[config.mk]
export PLATFORM = sky130hd
export DESIGN_NAME = rst_seq_ctrl_flat
export DESIGN_NICKNAME = d
export VERILOG_FILES = /design/src/rtl/rst_seq_ctrl_if.sv /design/src/rtl/rst_seq_ctrl.sv /design/src/flat_wrapper.sv
export SDC_FILE = /design/constraint.sdc
export NUM_CORES = 1
export LEC_CHECK = 0
export CAP_MARGIN = 25
export CORE_ASPECT_RATIO = 0.8
export CORE_MARGIN = 5
export CORE_UTILIZATION = 58
export DETAILED_ROUTE_END_ITERATION = 6
export GPL_ROUTABILITY_DRIVEN = 0
export HOLD_SLACK_MARGIN = 0.02
export PLACE_DENSITY = 0.83
export SLEW_MARGIN = 20
export SYNTH_ARGS = -nofsm -noshare
export SYNTH_HDL_FRONTEND = slang
export SYNTH_SLANG_ARGS = --single-unit
[constraint.sdc]
create_clock -name CLK -period 4.35 [get_ports CLK]
set_input_delay 0.6525 -clock CLK [delete_from_list [all_inputs] [get_ports CLK]]
set_output_delay 0.6525 -clock CLK [all_outputs]
set_load 0.1 [all_outputs]
[src/rtl/rst_seq_ctrl_if.sv]
// Reset-sequencer bus: hold-off inputs, software re-reset handshake and the
// per-domain reset outputs. The slave modport is the sequencer itself; the
// master modport is whatever drives HOLD / SW_RST_REQ and consumes the resets.
interface rst_seq_ctrl_if #(
    parameter int NUM_DOM = 4
);
    logic [NUM_DOM-1:0] HOLD;
    logic               SW_RST_REQ;
    logic               SW_RST_ACK;
    logic [NUM_DOM-1:0] DOM_RSTB;
    logic               SEQ_BUSY;
    logic               SEQ_DONE;

    modport master (
        output HOLD,
        output SW_RST_REQ,
        input  SW_RST_ACK,
        input  DOM_RSTB,
        input  SEQ_BUSY,
        input  SEQ_DONE
    );

    modport slave (
        input  HOLD,
        input  SW_RST_REQ,
        output SW_RST_ACK,
        output DOM_RSTB,
        output SEQ_BUSY,
        output SEQ_DONE
    );
endinterface

[src/rtl/rst_seq_ctrl.sv]
// Reset sequencer: synchronizes chip-reset deassertion, then releases the
// per-domain active-low resets in index order with a fixed gap, honouring a
// per-domain hold-off for whichever domain is next. Once all domains are out
// of reset, a 4-phase REQ/ACK handshake lets software re-run the sequence.
module rst_seq_ctrl #(
    parameter int NUM_DOM     = 4,
    parameter int SYNC_STAGES = 2,
    parameter int GAP_CYCLES  = 8,
    parameter int CNT_W       = $clog2(GAP_CYCLES + 1)
) (
    input  logic         CLK,
    input  logic         RSTB,
    rst_seq_ctrl_if.slave bus
);

    localparam int IDX_W = (NUM_DOM > 1) ? $clog2(NUM_DOM) : 1;
    localparam logic [IDX_W-1:0] LAST_IDX = IDX_W'(NUM_DOM - 1);
    localparam logic [CNT_W-1:0] CNT_LOAD = CNT_W'(GAP_CYCLES - 1);

    typedef enum logic [2:0] {
        S_WAIT_SYNC,
        S_RELEASE,
        S_GAP,
        S_DONE,
        S_SW_ASSERT,
        S_SW_WAIT
    } state_t;

    logic [SYNC_STAGES-1:0] r_sync;
    state_t                 r_state;
    logic [IDX_W-1:0]       r_idx;
    logic [CNT_W-1:0]       r_cnt;
    logic [NUM_DOM-1:0]     r_dom_rstb;
    logic                   r_busy;
    logic                   r_done;
    logic                   r_ack;

    logic                   w_sync_ok;
    logic                   w_try;
    logic [IDX_W-1:0]       w_try_idx;
    logic                   w_hold_hit;

    // Deassert synchronizer: a 1 ripples in, any RSTB low clears every stage.
    // NOTE: state registers use non-blocking assignments so all flops sample
    // pre-edge values together, independent of process ordering.
    always_ff @(posedge CLK or negedge RSTB) begin
        if (!RSTB) begin
            r_sync <= '0;
        end else begin
            r_sync <= {r_sync[SYNC_STAGES-2:0], 1'b1};
        end
    end

    assign w_sync_ok = r_sync[SYNC_STAGES-1];

    // Decide whether this edge attempts a release, and of which domain. The
    // sync-done edge and the gap-expiry edge release directly so the first
    // domain and every later one come out on the intended edge.
    // NOTE: every output of this block gets a default first, so no path can
    // leave one unassigned and infer a latch.
    always_comb begin
        w_try     = 1'b0;
        w_try_idx = r_idx;
        case (r_state)
            S_WAIT_SYNC: begin
                w_try     = w_sync_ok;
                w_try_idx = '0;
            end
            S_RELEASE: w_try = 1'b1;
            S_GAP: begin
                w_try     = (r_cnt == '0);
                w_try_idx = r_idx + IDX_W'(1);
            end
            default: ;
        endcase
    end

    assign w_hold_hit = bus.HOLD[w_try_idx];

    // Sequencing FSM with all outputs registered.
    always_ff @(posedge CLK or negedge RSTB) begin
        if (!RSTB) begin
            r_state    <= S_WAIT_SYNC;
            r_idx      <= '0;
            r_cnt      <= '0;
            r_dom_rstb <= '0;
            r_busy     <= 1'b1;
            r_done     <= 1'b0;
            r_ack      <= 1'b0;
        end else if (w_try) begin
            if (!w_hold_hit) begin
                r_dom_rstb[w_try_idx] <= 1'b1;
                if (w_try_idx == LAST_IDX) begin
                    r_done  <= 1'b1;
                    r_busy  <= 1'b0;
                    r_state <= S_DONE;
                end else begin
                    r_cnt   <= CNT_LOAD;
                    r_idx   <= w_try_idx;
                    r_state <= S_GAP;
                end
            end else begin
                // Stalled by hold-off: park on this domain, counter untouched.
                r_idx   <= w_try_idx;
                r_state <= S_RELEASE;
            end
        end else begin
            case (r_state)
                S_GAP: r_cnt <= r_cnt - CNT_W'(1);
                S_DONE: begin
                    if (bus.SW_RST_REQ) begin
                        r_dom_rstb <= '0;
                        r_done     <= 1'b0;
                        r_busy     <= 1'b1;
                        r_cnt      <= CNT_LOAD;
                        r_state    <= S_SW_ASSERT;
                    end
                end
                S_SW_ASSERT: begin
                    if (r_cnt == '0) begin
                        r_ack   <= 1'b1;
                        r_state <= S_SW_WAIT;
                    end else begin
                        r_cnt <= r_cnt - CNT_W'(1);
                    end
                end
                S_SW_WAIT: begin
                    if (!bus.SW_RST_REQ) begin
                        r_ack   <= 1'b0;
                        r_idx   <= '0;
                        r_state <= S_RELEASE;
                    end
                end
                default: ;
            endcase
        end
    end

    assign bus.DOM_RSTB   = r_dom_rstb;
    assign bus.SEQ_BUSY   = r_busy;
    assign bus.SEQ_DONE   = r_done;
    assign bus.SW_RST_ACK = r_ack;

endmodule

[src/flat_wrapper.sv]
// flat-port wrapper written by rule: the top's interface ports become plain ports
module rst_seq_ctrl_flat 
#(
    parameter int NUM_DOM     = 4,
    parameter int SYNC_STAGES = 2,
    parameter int GAP_CYCLES  = 8,
    parameter int CNT_W       = $clog2(GAP_CYCLES + 1)
)
  (CLK, RSTB, bus_HOLD, bus_SW_RST_REQ, bus_SW_RST_ACK, bus_DOM_RSTB, bus_SEQ_BUSY, bus_SEQ_DONE);
  rst_seq_ctrl_if #(.NUM_DOM(NUM_DOM)) bus_i ();
  input  logic CLK;
  input  logic RSTB;
  input wire logic [$bits(bus_i.HOLD)-1:0] bus_HOLD;
  input wire logic [$bits(bus_i.SW_RST_REQ)-1:0] bus_SW_RST_REQ;
  output wire logic [$bits(bus_i.SW_RST_ACK)-1:0] bus_SW_RST_ACK;
  output wire logic [$bits(bus_i.DOM_RSTB)-1:0] bus_DOM_RSTB;
  output wire logic [$bits(bus_i.SEQ_BUSY)-1:0] bus_SEQ_BUSY;
  output wire logic [$bits(bus_i.SEQ_DONE)-1:0] bus_SEQ_DONE;
  assign bus_i.HOLD = bus_HOLD;
  assign bus_i.SW_RST_REQ = bus_SW_RST_REQ;
  assign bus_SW_RST_ACK = bus_i.SW_RST_ACK;
  assign bus_DOM_RSTB = bus_i.DOM_RSTB;
  assign bus_SEQ_BUSY = bus_i.SEQ_BUSY;
  assign bus_SEQ_DONE = bus_i.SEQ_DONE;
  rst_seq_ctrl #(.NUM_DOM(NUM_DOM), .SYNC_STAGES(SYNC_STAGES), .GAP_CYCLES(GAP_CYCLES), .CNT_W(CNT_W)) u_core (.CLK(CLK), .RSTB(RSTB), .bus(bus_i));
endmodule
==> impl_summary.log, run 1 <==
[metrics] arrival time of data at the critical path endpoint: approximately 3 ns
[metrics] Synth Area in XOR/XNOR: under 10%
[metrics] final-report hold violation count: 0
[metrics] total met2 wirelength after detailed routing: about 1200 µm
[metrics] vias in the first global route: about 960
[metrics] Clock Latency Late Sink: ~0.30 ns
[metrics] distinct cell type count of the synthesized netlist: 45
[metrics] Clock Sinks: 18
[metrics] count of nets after finishing: roughly 150
[metrics] async set or reset register ratio after synthesis: 100%
[metrics] via total after detailed routing: roughly 1000
[metrics] drt drc: 0
[metrics] kind of cell with the highest combined delay on the critical path: simple AND/OR/NAND/NOR gates
[metrics] hold-fix buffers at CTS: 0
[metrics] total setup violations reported at the end of the flow: 0
[metrics] pin count of the biggest net entering global routing: 19
[metrics] Syn Nets: about 140
[metrics] number of routed nets with antenna violations: 0
[metrics] antenna violations before repair: 0
[metrics] Tightest Hold Check Type: reg2reg
[metrics] final max-slew violation count: 0
[metrics] Slowest cell on crit path: sky130_fd_sc_hd__or4b_1
[metrics] Worst setup EP type: flip-flop
[metrics] portion of the post-synthesis area used by sequential elements: just under 40%
[metrics] Worst Setup Path Type: reg2reg
[metrics] number of enable flip-flop cells after synthesis: 0
[metrics] time the final worst path needs with I/O delays and setup: 2.80 ns
[metrics] status: finished clean
[metrics] slew at the pin with the worst max-slew slack: between 0.9 and 1 ns
[metrics] Crit Path Max Fanout: 17
[metrics] standard-cell row count: 14
[metrics] most area-hungry cell type in the Yosys netlist: sky130_fd_sc_hd__dfrtp_1
[metrics] Die Footprint: between 2000 and 3000 µm²
[metrics] Mapped Area: between 1000 and 1500 µm²
[metrics] highest routed layer: met4
[metrics] detailed-routing iteration count for the pre-antenna-repair pass: 4
[metrics] wire length on met1: ~1200 µm
[metrics] antenna cell count: 0
[metrics] clock-pin slew of the registers on the worst-case setup and hold paths: about 0.12 ns
[metrics] DP HPWL: between 1500 and 2000 µm
[metrics] count leader, synth: sky130_fd_sc_hd__dfrtp_1
[metrics] Post-CTS Setup Inserts: 0
[metrics] detailed-route wire length per cell: ~16 µm
[metrics] total length of routed met3 wires: between 200 and 250 µm
[metrics] final global-route overflow total: 0
[metrics] number of I/O port buffers: 13
[metrics] most frequent cells after synthesis: 17 x sky130_fd_sc_hd__dfrtp_1, 9 x sky130_fd_sc_hd__a21oi_1, 8 x sky130_fd_sc_hd__inv_1, 8 x sky130_fd_sc_hd__nand2_1, 7 x sky130_fd_sc_hd__nor2_1
[metrics] Ys Warns: 0
[metrics] synthesized instance count: 129
[metrics] H-tree depth: 1
[metrics] maximum cell stage delay along the critical path: around 0.77 ns
[metrics] simple-gate share of the synthesized area: 19.8%
[metrics] core footprint: ~1900 µm²
[metrics] GRT Util Overall: roughly a fifth
[metrics] max-capacitance violation count: 0
[metrics] die height: about 50 µm
[metrics] cell chain of the critical path: or4b_1 -> o22a_1 -> or4_1 -> o31ai_4
[metrics] Via density: 6.35
[metrics] Synth Area in Compound Gates: ~28%
[metrics] number of design-rule violations left by the first detailed-router iteration: 52
[metrics] library cell used as clock root buffer: sky130_fd_sc_hd__clkbuf_4
[metrics] top-level I/O count: 14
[metrics] type of element launching the critical path: flip-flop
[metrics] aggregate negative setup slack: 0 ns
[metrics] Yosys top cell area share: 36.9%
[metrics] unrepaired setup endpoints after global routing: false
[metrics] final wirelength: 2620 µm
[metrics] Max Buffers Root-to-Sink: 2
[metrics] worst slew slack as a fraction of its limit: between 30% and 40%
[metrics] initial core utilization: approximately three fifths
[metrics] number of buffers created by CTS: 3
[metrics] Worst Path Required: around 4.6 ns
[metrics] Post-Syn Area per Cell: 8.94 µm²
[metrics] dominant combinational cell family by area after synthesis: compound AO/OA/AOI/OAI gates
[metrics] Highest Clock Rate: ~360 MHz
[metrics] clk_skew: between 0.008 and 0.009 ns
[metrics] Chip Width: roughly 60 µm
[metrics] CTS tree: built
[metrics] main area contributors after synthesis: sky130_fd_sc_hd__dfrtp_1 37%, sky130_fd_sc_hd__o221ai_1 4.6%, sky130_fd_sc_hd__a21oi_1 3.9%
[metrics] combined buffer and inverter count along the critical path: 0
[metrics] Primary FF master, synth: sky130_fd_sc_hd__dfrtp_1
[metrics] Tcrit/Tclk final: around 64%
[metrics] fraction of final layout cells with drive strength greater than 1: a little under a tenth
[metrics] post-cts sizing count: 0
[metrics] area share of fa/ha/maj cells after synthesis: ~2.2%
[metrics] Area Overhead vs Synth: 14.2%
[metrics] post-synthesis sequential element count: 18
[metrics] multiplexer fraction of the synthesized cell area: under 10%
[metrics] first-pass GRT wire length: 4370 µm
## cell families after synthesis
logic type,count (synthesis)
AND/OR/NAND/NOR,41
flip-flops,18
adder cells (fa/ha/maj),2
AO/OA/AOI/OAI,45
XOR/XNOR,3
buffers and inverters,16
multiplexers,3
other,1
## final timing paths
kind                                               start                          end  slack, ns  depth (start not counted)
hold reg to reg               u_core.r_sync[0]$_DFF_PN0_   u_core.r_sync[1]$_DFF_PN0_       0.36                          0
setup / recovery           u_core.r_state[0]$_DFFE_PN0P_  u_core.r_cnt[0]$_DFFE_PN0P_       1.55                          4
setup reg to reg           u_core.r_state[0]$_DFFE_PN0P_  u_core.r_cnt[0]$_DFFE_PN0P_       1.55                          4
hold / removal                u_core.r_sync[0]$_DFF_PN0_   u_core.r_sync[1]$_DFF_PN0_       0.36                          0
min in group asynchronous                           RSTB  u_core.r_idx[1]$_DFFE_PN0P_       0.82                          1
max in group asynchronous                           RSTB  u_core.r_cnt[1]$_DFFE_PN0P_       3.01                          1
## registers in the layout (all words and copies together), names as in the netlist
| signal | count |
|---|---|
| u_core.r_cnt | 4 |
| u_core.r_state | 3 |
| u_core.bus.DOM_RSTB | 4 |
| u_core.r_sync | 2 |
| u_core.bus.SEQ_DONE | 1 |
| u_core.bus.SW_RST_ACK | 1 |
| u_core.bus.SEQ_BUSY | 1 |
| u_core.r_idx | 2 |
## per-layer routing
layer	GRT usage [%]	up-vias
li1	-	498
met2	30.0	45
met1	26.0	484
met4	5.17	0
met5	0	-
met3	5.74	2
## cells in the final DEF (no fill, tap or decap), types with 4 or more instances in the layout
cell                              Yosys  final
sky130_fd_sc_hd__clkdlybuf4s50_1      0     13
sky130_fd_sc_hd__a21oi_1              9      9
sky130_fd_sc_hd__o221ai_1             6      6
sky130_fd_sc_hd__nand2b_1             5      5
sky130_fd_sc_hd__inv_1                8      8
sky130_fd_sc_hd__dfrtp_1             17     17
sky130_fd_sc_hd__o21ai_1              4      4
sky130_fd_sc_hd__nand2_1              8      8
sky130_fd_sc_hd__o21ai_0              4      4
sky130_fd_sc_hd__or2_2                4      4
sky130_fd_sc_hd__nor2_1               7      7
## through the flow
step           hold slack, ns  utilization (%)  std cells  setup WS, ns  instance area, µm²
2_1_floorplan           0.331                -        129          1.90                1150
3_3_place_gp            0.335             67.7        158          1.67                1280
3_5_place_dp            0.336             67.7        158          1.63                1280
4_1_cts                 0.361             69.6        162          1.58                1320
5_1_grt                 0.374             69.6        162          1.46                1320
6_report                0.360             69.6        162          1.55                1320
## final cells by class
class	count	area [µm²]
Inverter	8	30.0
Sequential cell	18	452
Tap cell	24	30.0
Timing Repair Buffer	13	130
Clock buffer	4	36.3
Multi-Input combinational cell	95	639
Fill cell	159	574
Power of run 1 is not shown: default switching activity piles up to over one toggle a cycle in this logic, so the estimate is an artifact.
==> inputs of run 2 (changes only) <==
Settings changed: CORE_UTILIZATION 58 to 49, PLACE_DENSITY 0.83 to 0.74.
Clock period 4.35 ns to 2.3 ns, I/O delays scaled along.
==> run 2 against run 1 <==
Against the previous run: register-to-register slack worse by 1.5 ns; critical path depth up 2; non-clock buffer count up 15; utilization down 2.6 points; global-route usage up 0.76 points; hold slack worse by 0.0085 ns; sequential cell count unchanged; sequential share of layout area down 3.5 points; first-iteration DRC count up 29%; clock skew up 0.0030 ns; maximum frequency up 26%.
==> impl_summary.log, run 2 (same netlist as run 1, synthesis figures left out) <==
[metrics] Tcrit/Tclk final: 96.7%
[metrics] CTS tree: built
[metrics] critical path depth in cells: 6
[metrics] cell mode on critical path: sky130_fd_sc_hd__buf_4
[metrics] number of routed nets with antenna violations: 0
[metrics] detailed-routing iteration count for the pre-antenna-repair pass: 4
[metrics] initial core utilization: between 50 and 60%
[metrics] final wirelength: around 3000 µm
[metrics] clock-pin slew of the registers on the worst-case setup and hold paths: around 0.11 ns
[metrics] top-level I/O count: 14
[metrics] Worst Setup Path Type: reg2reg
[metrics] drt drc: 0
[metrics] die height: ~53 µm
[metrics] pin count of the biggest net entering global routing: 19
[metrics] Worst R2R End: u_core.bus.DOM_RSTB[2]$_DFFE_PN0P_
[metrics] vias in the first global route: 1134
[metrics] antenna cell count: 0
[metrics] combined buffer and inverter count along the critical path: 2
[metrics] type of element launching the critical path: flip-flop
[metrics] max-capacitance violation count: 0
[metrics] status: finished clean
[metrics] clk_skew: around 0.011 ns
[metrics] standard-cell row count: 15
[metrics] Area Overhead vs Synth: 27.7%
[metrics] Worst setup EP type: flip-flop
[metrics] Slowest cell on crit path: sky130_fd_sc_hd__or4b_2
[metrics] detailed-route wire length per cell: around 17 µm
[metrics] Worst Slack Setup Final: slightly below 0.08 ns
[metrics] number of design-rule violations left by the first detailed-router iteration: between 60 and 70
[metrics] number of buffers created by CTS: 3
[metrics] hold-fix buffers at CTS: 0
[metrics] number of I/O port buffers: 13
[metrics] Via density: about 6.3
[metrics] capturing instance or port of the critical path: u_core.bus.DOM_RSTB[2]$_DFFE_PN0P_
[metrics] cell chain of the critical path: buf_4 -> or4b_2 -> o32ai_4 -> nor4_4 -> buf_4 -> a22o_1
[metrics] fraction of final layout cells with drive strength greater than 1: between 20 and 30%
[metrics] Clock Sinks: 18
[metrics] first-pass GRT wire length: 5360 µm
[metrics] Chip Width: ~64 µm
[metrics] kind of cell with the highest combined delay on the critical path: simple AND/OR/NAND/NOR gates
[metrics] GRT Util Overall: between 20 and 25%
[metrics] H-tree depth: 1
[metrics] Clock Latency Late Sink: 0.30 ns
[metrics] Max Buffers Root-to-Sink: 2
[metrics] Die Footprint: about 3400 µm²
[metrics] final global-route overflow total: 0
[metrics] core footprint: ~2200 µm²
[metrics] Worst Path Required: around 2.5 ns
[metrics] final max-slew violation count: 0
[metrics] via total after detailed routing: roughly 1100
[metrics] total setup violations reported at the end of the flow: 0
[metrics] DP HPWL: 2170 µm
[metrics] arrival time of data at the critical path endpoint: ~2.4 ns
[metrics] most frequent cells in the layout: 22 x sky130_fd_sc_hd__buf_4, 16 x sky130_fd_sc_hd__dfrtp_1, 8 x sky130_fd_sc_hd__nand2_1, 8 x sky130_fd_sc_hd__a21oi_1, 7 x sky130_fd_sc_hd__nor2_1
[metrics] maximum cell stage delay along the critical path: between 0.7 and 0.8 ns
[metrics] Post-CTS Setup Inserts: 0
[metrics] Post-Place Setup Slack: -0.0256 ns
[metrics] worst r2r src: u_core.r_state[0]$_DFFE_PN0P_
[metrics] count of cells along the worst register-to-register path: 6
[metrics] internal reg-to-reg setup slack: slightly below 0.08 ns
[metrics] library cell used as clock root buffer: sky130_fd_sc_hd__clkbuf_4
[metrics] count of nets after finishing: between 150 and 200
[metrics] time the final worst path needs with I/O delays and setup: approximately 2.2 ns
[metrics] Tightest Hold Check Type: in2async
[metrics] Crit Path Max Fanout: 8
[metrics] Highest Clock Rate: 450 MHz
[metrics] unrepaired setup endpoints after global routing: false
[metrics] most common cell after layout, fill and taps aside: sky130_fd_sc_hd__buf_4
[metrics] final-report hold violation count: 0
[metrics] antenna violations before repair: 0
[metrics] source of the critical timing path: u_core.r_state[0]$_DFFE_PN0P_
## run 2: layout make-up
cell class                 count  area, µm²
inverter                       8       30.0
multi-input combinational     95        697
timing repair buffer          28        225
sequential                    18        453
fill                         174        723
clock buffer                   4       36.3
tap                           25       31.3
## run 2: repair_timing
item	CTS	global route
pin swaps	0	0
gates resized for setup	3	5
setup endpoints to repair	6	6
## run 2: routing by layer
metal / vias to the layer above / global-route usage (%) / wire [µm]
li1: 531 / - / -
met1: 537 / 27.1 / 1360
met2: 48 / 32.0 / 1360
met3: 9 / 5.73 / 241
met4: 0 / 4.75 / 40
met5: - / 0 / 0
## run 2: how the worst min path moves through the flow
stage	to	from	slack [ns]	depth (start not counted)
final	u_core.r_state[2]$_DFFE_PN0P_	RSTB	0.35	2
after global routing	u_core.r_state[2]$_DFFE_PN0P_	RSTB	0.37	2
after CTS	u_core.r_state[2]$_DFFE_PN0P_	RSTB	0.36	2
after detailed placement	u_core.r_sync[1]$_DFF_PN0_	u_core.r_sync[0]$_DFF_PN0_	0.34	0
after global placement	u_core.r_sync[1]$_DFF_PN0_	u_core.r_sync[0]$_DFF_PN0_	0.34	0
after floorplan	u_core.bus.DOM_RSTB[0]$_DFFE_PN0P_	RSTB	0.05	0
## run 2: metrics by stage
| stage | setup TNS (ns) | cells | hold WS [ns] | utilization (%) | instance area (µm²) |
|---|---|---|---|---|---|
| floorplan | -0.0301 | 129 | 0.0494 | - | 1180 |
| global placement | -0.0656 | 174 | 0.337 | 63.5 | 1390 |
| detailed placement | -0.0557 | 174 | 0.339 | 63.5 | 1390 |
| CTS | 0 | 178 | 0.359 | 65.9 | 1450 |
| global route | 0 | 178 | 0.368 | 67.1 | 1470 |
| finish | 0 | 178 | 0.352 | 67.1 | 1470 |
Power of run 2 is left out for the same reason.
==> RTL edit 1: new RTL, settings of run 2 <==
Encoding of `state_t`: now Gray code (3 bits for 6 states).
--- a/src/rtl/rst_seq_ctrl.sv
+++ b/src/rtl/rst_seq_ctrl.sv
@@ -20,8 +20,8 @@
     typedef enum logic [2:0] {
-        S_WAIT_SYNC,
-        S_RELEASE,
-        S_GAP,
-        S_DONE,
-        S_SW_ASSERT,
-        S_SW_WAIT
+        S_WAIT_SYNC = 3'b000,
+        S_RELEASE   = 3'b001,
+        S_GAP       = 3'b011,
+        S_DONE      = 3'b010,
+        S_SW_ASSERT = 3'b110,
+        S_SW_WAIT   = 3'b111
     } state_t;
Behaviour: same outputs for any inputs over 10 cycles, from zero or initial values and one cycle with RSTB low; not proved beyond that.
==> RTL edit 1 against run 2 <==
- final area is 2.4% higher
- area after synthesis rose by 12%
- critical path type unchanged
- critical endpoint is now u_core.r_state[0]$_DFFE_PN0P_
- hold slack better by 0.0060 ns
- highest routed layer unchanged
- sequential cell count unchanged
- sequential share of layout area decreased by 0.80 points
- setup slack improved by 0.062 ns
- via count up 0.36%
- wire length up 0.50%
Power is left out: the tool's default activity adds up to more than one toggle a clock period on the data nets, which glitch-free logic cannot reach.
==> RTL edit 1: results (changes against run 2) <==
stage	metric	value	unit	change
setup_path	maximum fanout along the worst path	12		was 8
clocking	Root Buffer	clkbuf_4		unchanged
timing	Worst Clk Skew	0.0125	ns	was 0.0115 ns
setup_path	CP arrival	2.35	ns	was 2.41 ns
synthesis	multiplexer area fraction after synthesis	4.83	%	was 2.60%
synthesis	post-synthesis xor/xnor area fraction	0.676	%	was 2.28%
setup_path	FF-to-FF setup slack	0.14	ns	was 0.08 ns
synthesis	Synth Warn #	0		unchanged
layout	Ant. Diodes	0		unchanged
global_route	largest net degree at the start of global routing	21		was 19
synthesis	complex-gate fraction of the synthesized area	30.1	%	was 28.2%
clocking	clk buf depth	2		unchanged
clocking	post-cts repair resize count	0		was 3
timing	worst slew pin tran	0.520	ns	
synthesis	most frequent cells after synthesis	dfrtp_1 (17), o21ai_0 (16), nand2_1 (9)		was dfrtp_1 (17), a21oi_1 (9), inv_1 (8), nand2_1 (8), nor2_1 (7)
setup_path	r2r startpoint	u_core.r_state[1]$_DFFE_PN0P_		was u_core.r_state[0]$_DFFE_PN0P_
synthesis	post-synth cell types	57		was 45
synthesis	ys async rst share	100	%	unchanged
routing	Vias	1129		was 1125
clocking	Post-CTS Setup Bufs	0		unchanged
placed_design	area of placed instances	1470	sq um	was 1390 sq um
setup_path	RR Endpoint	u_core.r_state[0]$_DFFE_PN0P_		was u_core.bus.DOM_RSTB[2]$_DFFE_PN0P_
global_route	vias in the first global route	1036		was 1134
global_route	total track usage	16.6	%	was 20.1%
synthesis	Post-Synth Adder-Cell Area	0.966	%	was 2.17%
synthesis	post-synthesis sequential area ratio	34.9	%	was 39.2%
synthesis	Synth area leaders	dfrtp_1 (33%), o21ai_0 (6.2%), a2111oi_4 (4.3%)		was dfrtp_1 (37%), o221ai_1 (4.6%), a21oi_1 (3.9%)
run_status	outcome	completed		unchanged
global_route	first-pass GRT wire length	4890	um	was 5360 um
placed_design	DP HPWL	2260	um	was 2170 um
routing	Initial DRC Count	49		was 67
global_route	initial antenna violation count	0		unchanged
hold_path	Hold/Removal Path Class	primary input to asynchronous set/reset pin		unchanged
setup_path	Reg2Reg Depth	7		was 6
routing	1st-pass router iterations	4		unchanged
clocking	# H-tree levels	1		unchanged
layout	Nets	163		unchanged
routing	Routed WL	3010	um	was 3000 um
synthesis	Synth Net Count	144		was 138
timing	hold_ws	0.358	ns	was 0.352 ns
clocking	clk_lat worst skew	0.30	ns	about the same
layout	layout cells sized above 1	22.1	%	was 28.8%
clocking	Num CTS Buffers	3		unchanged
[RTL edit 1: worst max path at each step]
stage               slack, ns                       endpoint  cells past startpoint                     startpoint
finish                   0.14  u_core.r_state[0]$_DFFE_PN0P_                      7  u_core.r_state[1]$_DFFE_PN0P_
detailed placement       0.04    u_core.r_cnt[1]$_DFFE_PN0P_                      6                    bus_HOLD[0]
global placement         0.09    u_core.r_cnt[1]$_DFFE_PN0P_                      6                    bus_HOLD[0]
CTS                      0.14  u_core.r_state[0]$_DFFE_PN0P_                      7  u_core.r_state[1]$_DFFE_PN0P_
global route             0.01  u_core.r_state[0]$_DFFE_PN0P_                      5  u_core.r_state[0]$_DFFE_PN0P_
floorplan                0.24    u_core.r_cnt[1]$_DFFE_PN0P_                      7    u_core.r_cnt[0]$_DFFE_PN0P_
[RTL edit 1: layout make-up]
class	instances	area (sq um)
flip-flops and latches	18	452
fillers	207	975
multi-input cells	103	761
inverters	5	18.8
well taps	36	45.0
repair buffers	24	195
clock buffers	4	36.3
[RTL edit 1: cell families (layout without fill, tap and decap cells)]
kind of cell    Yosys count  in the layout
simple gates             46             46
fa+ha+maj                 1              1
buf+inv                  15             33
compound gates           48             48
other cells               1              1
flops                    18             18
xor+xnor                  1              1
mux                       6              6
[RTL edit 1: layer usage]
metal	track usage (%)	wire length, um	share of wire (%)
met1	24.0	1390	46
met2	24.5	1380	46
met3	5.05	219	7.3
met4	2.60	17	0.56
met5	0	0	0
[RTL edit 1: metrics by stage]
step	worst slack, ns	cells
floorplan	0.243	136
global placement	0.0855	186
detailed placement	0.0433	186
CTS	0.137	190
global route	0.0110	190
finish	0.139	190
[RTL edit 1: critical path, stage by stage (launching register included)]
cell	delay, ns
dfrtp_1	0.45
buf_4	0.21
nor4b_2	0.32
nor3_1	0.12
a2111oi_4	0.34
buf_4	0.22
o221ai_2	0.09
a221o_1	0.31
==> RTL edit 2: new RTL, config.mk and constraints of run 2 <==
Made on the original files. `NUM_DOM` is set to 4 in 3 places; all go to 16.
--- a/src/rtl/rst_seq_ctrl_if.sv
+++ b/src/rtl/rst_seq_ctrl_if.sv
@@ -4,3 +4,3 @@
 interface rst_seq_ctrl_if #(
-    parameter int NUM_DOM = 4
+    parameter int NUM_DOM = 16
 );
--- a/src/rtl/rst_seq_ctrl.sv
+++ b/src/rtl/rst_seq_ctrl.sv
@@ -5,3 +5,3 @@
 module rst_seq_ctrl #(
-    parameter int NUM_DOM     = 4,
+    parameter int NUM_DOM     = 16,
     parameter int SYNC_STAGES = 2,
--- a/src/flat_wrapper.sv
+++ b/src/flat_wrapper.sv
@@ -3,3 +3,3 @@
 #(
-    parameter int NUM_DOM     = 4,
+    parameter int NUM_DOM     = 16,
     parameter int SYNC_STAGES = 2,
Ports: changed (resized bus_DOM_RSTB and bus_HOLD); port bits go from 14 to 38. No check against the original RTL was run, so the function may have changed too.
==> RTL edit 2 against run 2 <==
- the flow now finishes with violations (setup timing)
- sequential cell count increased by 14
- global-route usage increased by 3.1 points
- setup slack got worse by 0.43 ns
- wire length increased by 96%
- area after synthesis increased by 70%
- non-clock buffer count increased by 61
- final area increased by 100%
- critical endpoint is now u_core.r_cnt[0]$_DFFE_PN0P_
- largest cell class unchanged
- highest routed layer unchanged
Power is not shown: default switching activity piles up to over one toggle a cycle in this logic, so the estimate is an artifact.
==> RTL edit 2: results (changes against run 2) <==
stage	metric	value	unit	change
routing	Routed WL	5870	um	was 3000 um
routing	Initial DRC Count	113		was 67
synthesis	Synth area leaders	dfrtp_1 (40%), nand2_1 (5.4%), a22o_1 (3.6%)		was dfrtp_1 (37%), o221ai_1 (4.6%), a21oi_1 (3.9%)
global_route	M3 GR Usage	4.73	%	was 5.73%
hold_path	Hold/Removal Path Class	flip-flop to flip-flop		was primary input to asynchronous set/reset pin
layout	layout cells sized above 1	41.5	%	was 28.8%
global_route	total track usage	23.2	%	was 20.1%
routing	vias per inst	5.60		was 6.32
synthesis	post-synth cell types	57		was 45
synthesis	average cell area after synthesis	9.42	sq um	was 8.94 sq um
global_route	first-pass GRT wire length	9460	um	was 5360 um
timing	Worst Clk Skew	0.00371	ns	was 0.0115 ns
setup_path	Top delay family on crit path	multiplexers		was simple AND/OR/NAND/NOR gates
run_status	failing checks	setup timing		
synthesis	Synth Net Count	230		was 138
timing	setup TNS	-6.18	ns	was 0 ns
placed_design	DP HPWL	4210	um	was 2170 um
layout	Nets	315		was 163
synthesis	most frequent cells after synthesis	dfrtp_1 (31), nand2_1 (28), nor2_1 (18)		was dfrtp_1 (17), a21oi_1 (9), inv_1 (8), nand2_1 (8), nor2_1 (7)
setup_path	slowest stage cell, crit path	mux4_2		was or4b_2
timing	Finish-stage setup viols	28		was 0
setup_path	CP arrival	2.83	ns	was 2.41 ns
placed_design	area of placed instances	2710	sq um	was 1390 sq um
run_status	outcome	finished, violations left		was completed
global_route	met1 Resource Use GR	31.9	%	was 27.1%
clocking	Root Buffer	clkbuf_8		was clkbuf_4
timing	hold_ws	0.358	ns	was 0.352 ns
setup_path	maximum fanout along the worst path	5		was 8
layout	Ant. Diodes	0		unchanged
setup_path	RR Endpoint	u_core.r_cnt[0]$_DFFE_PN0P_		was u_core.bus.DOM_RSTB[2]$_DFFE_PN0P_
clocking	clk buf depth	2		unchanged
global_route	largest net degree at the start of global routing	33		was 19
placed_design	port buffer count	37		was 13
synthesis	post-synthesis sequential area ratio	40.9	%	was 39.2%
placed_design	placed cell count	338		was 174
clocking	CTS clk-pin slew, worst paths	0.07	ns	was 0.11 ns
setup_path	Reg2Reg Depth	7		was 6
placed_design	pre-CTS setup slack	-0.431	ns	was -0.0256 ns
global_route	GR Util met2	37.3	%	was 32.0%
layout	fill count	276		was 174
routing	wire per inst	16.8	um	about the same
timing	PnR worst setup slack	-0.355	ns	was 0.0770 ns
[RTL edit 2: area by class of cell]
class	instances	area, sq um	area share [%]
Sequential cell	32	806	27.2
Inverter	5	18.8	0.633
Clock buffer	5	68.8	2.32
Timing Repair Buffer	89	717	24.2
Clock inverter	3	42.5	1.44
Tap cell	55	68.8	2.32
Multi-Input combinational cell	160	1240	41.9
[RTL edit 2: cells by family after synthesis]
logic type / share of synthesized area (%)
AOI/OAI and AO/OA: 25.2
adders and majority gates: 1.92
buffers and inverters: 3.38
DFF: 40.9
muxes: 8.24
other: 0.191
and+or+nand+nor: 20.2
[RTL edit 2: repair_timing]
item                       4_1_cts  5_1_grt
setup buffers                    2        1
pin swaps                        6       13
resized for setup               11       23
hold buffers                     0        0
hold endpoints to repair         0        0
setup endpoints to repair       28       28
[RTL edit 2: routing by layer]
layer,share of wire [%],vias to the layer above
li1,-,936
met5,0,-
met2,47,79
met3,6.7,4
met1,46,937
met4,0.70,0
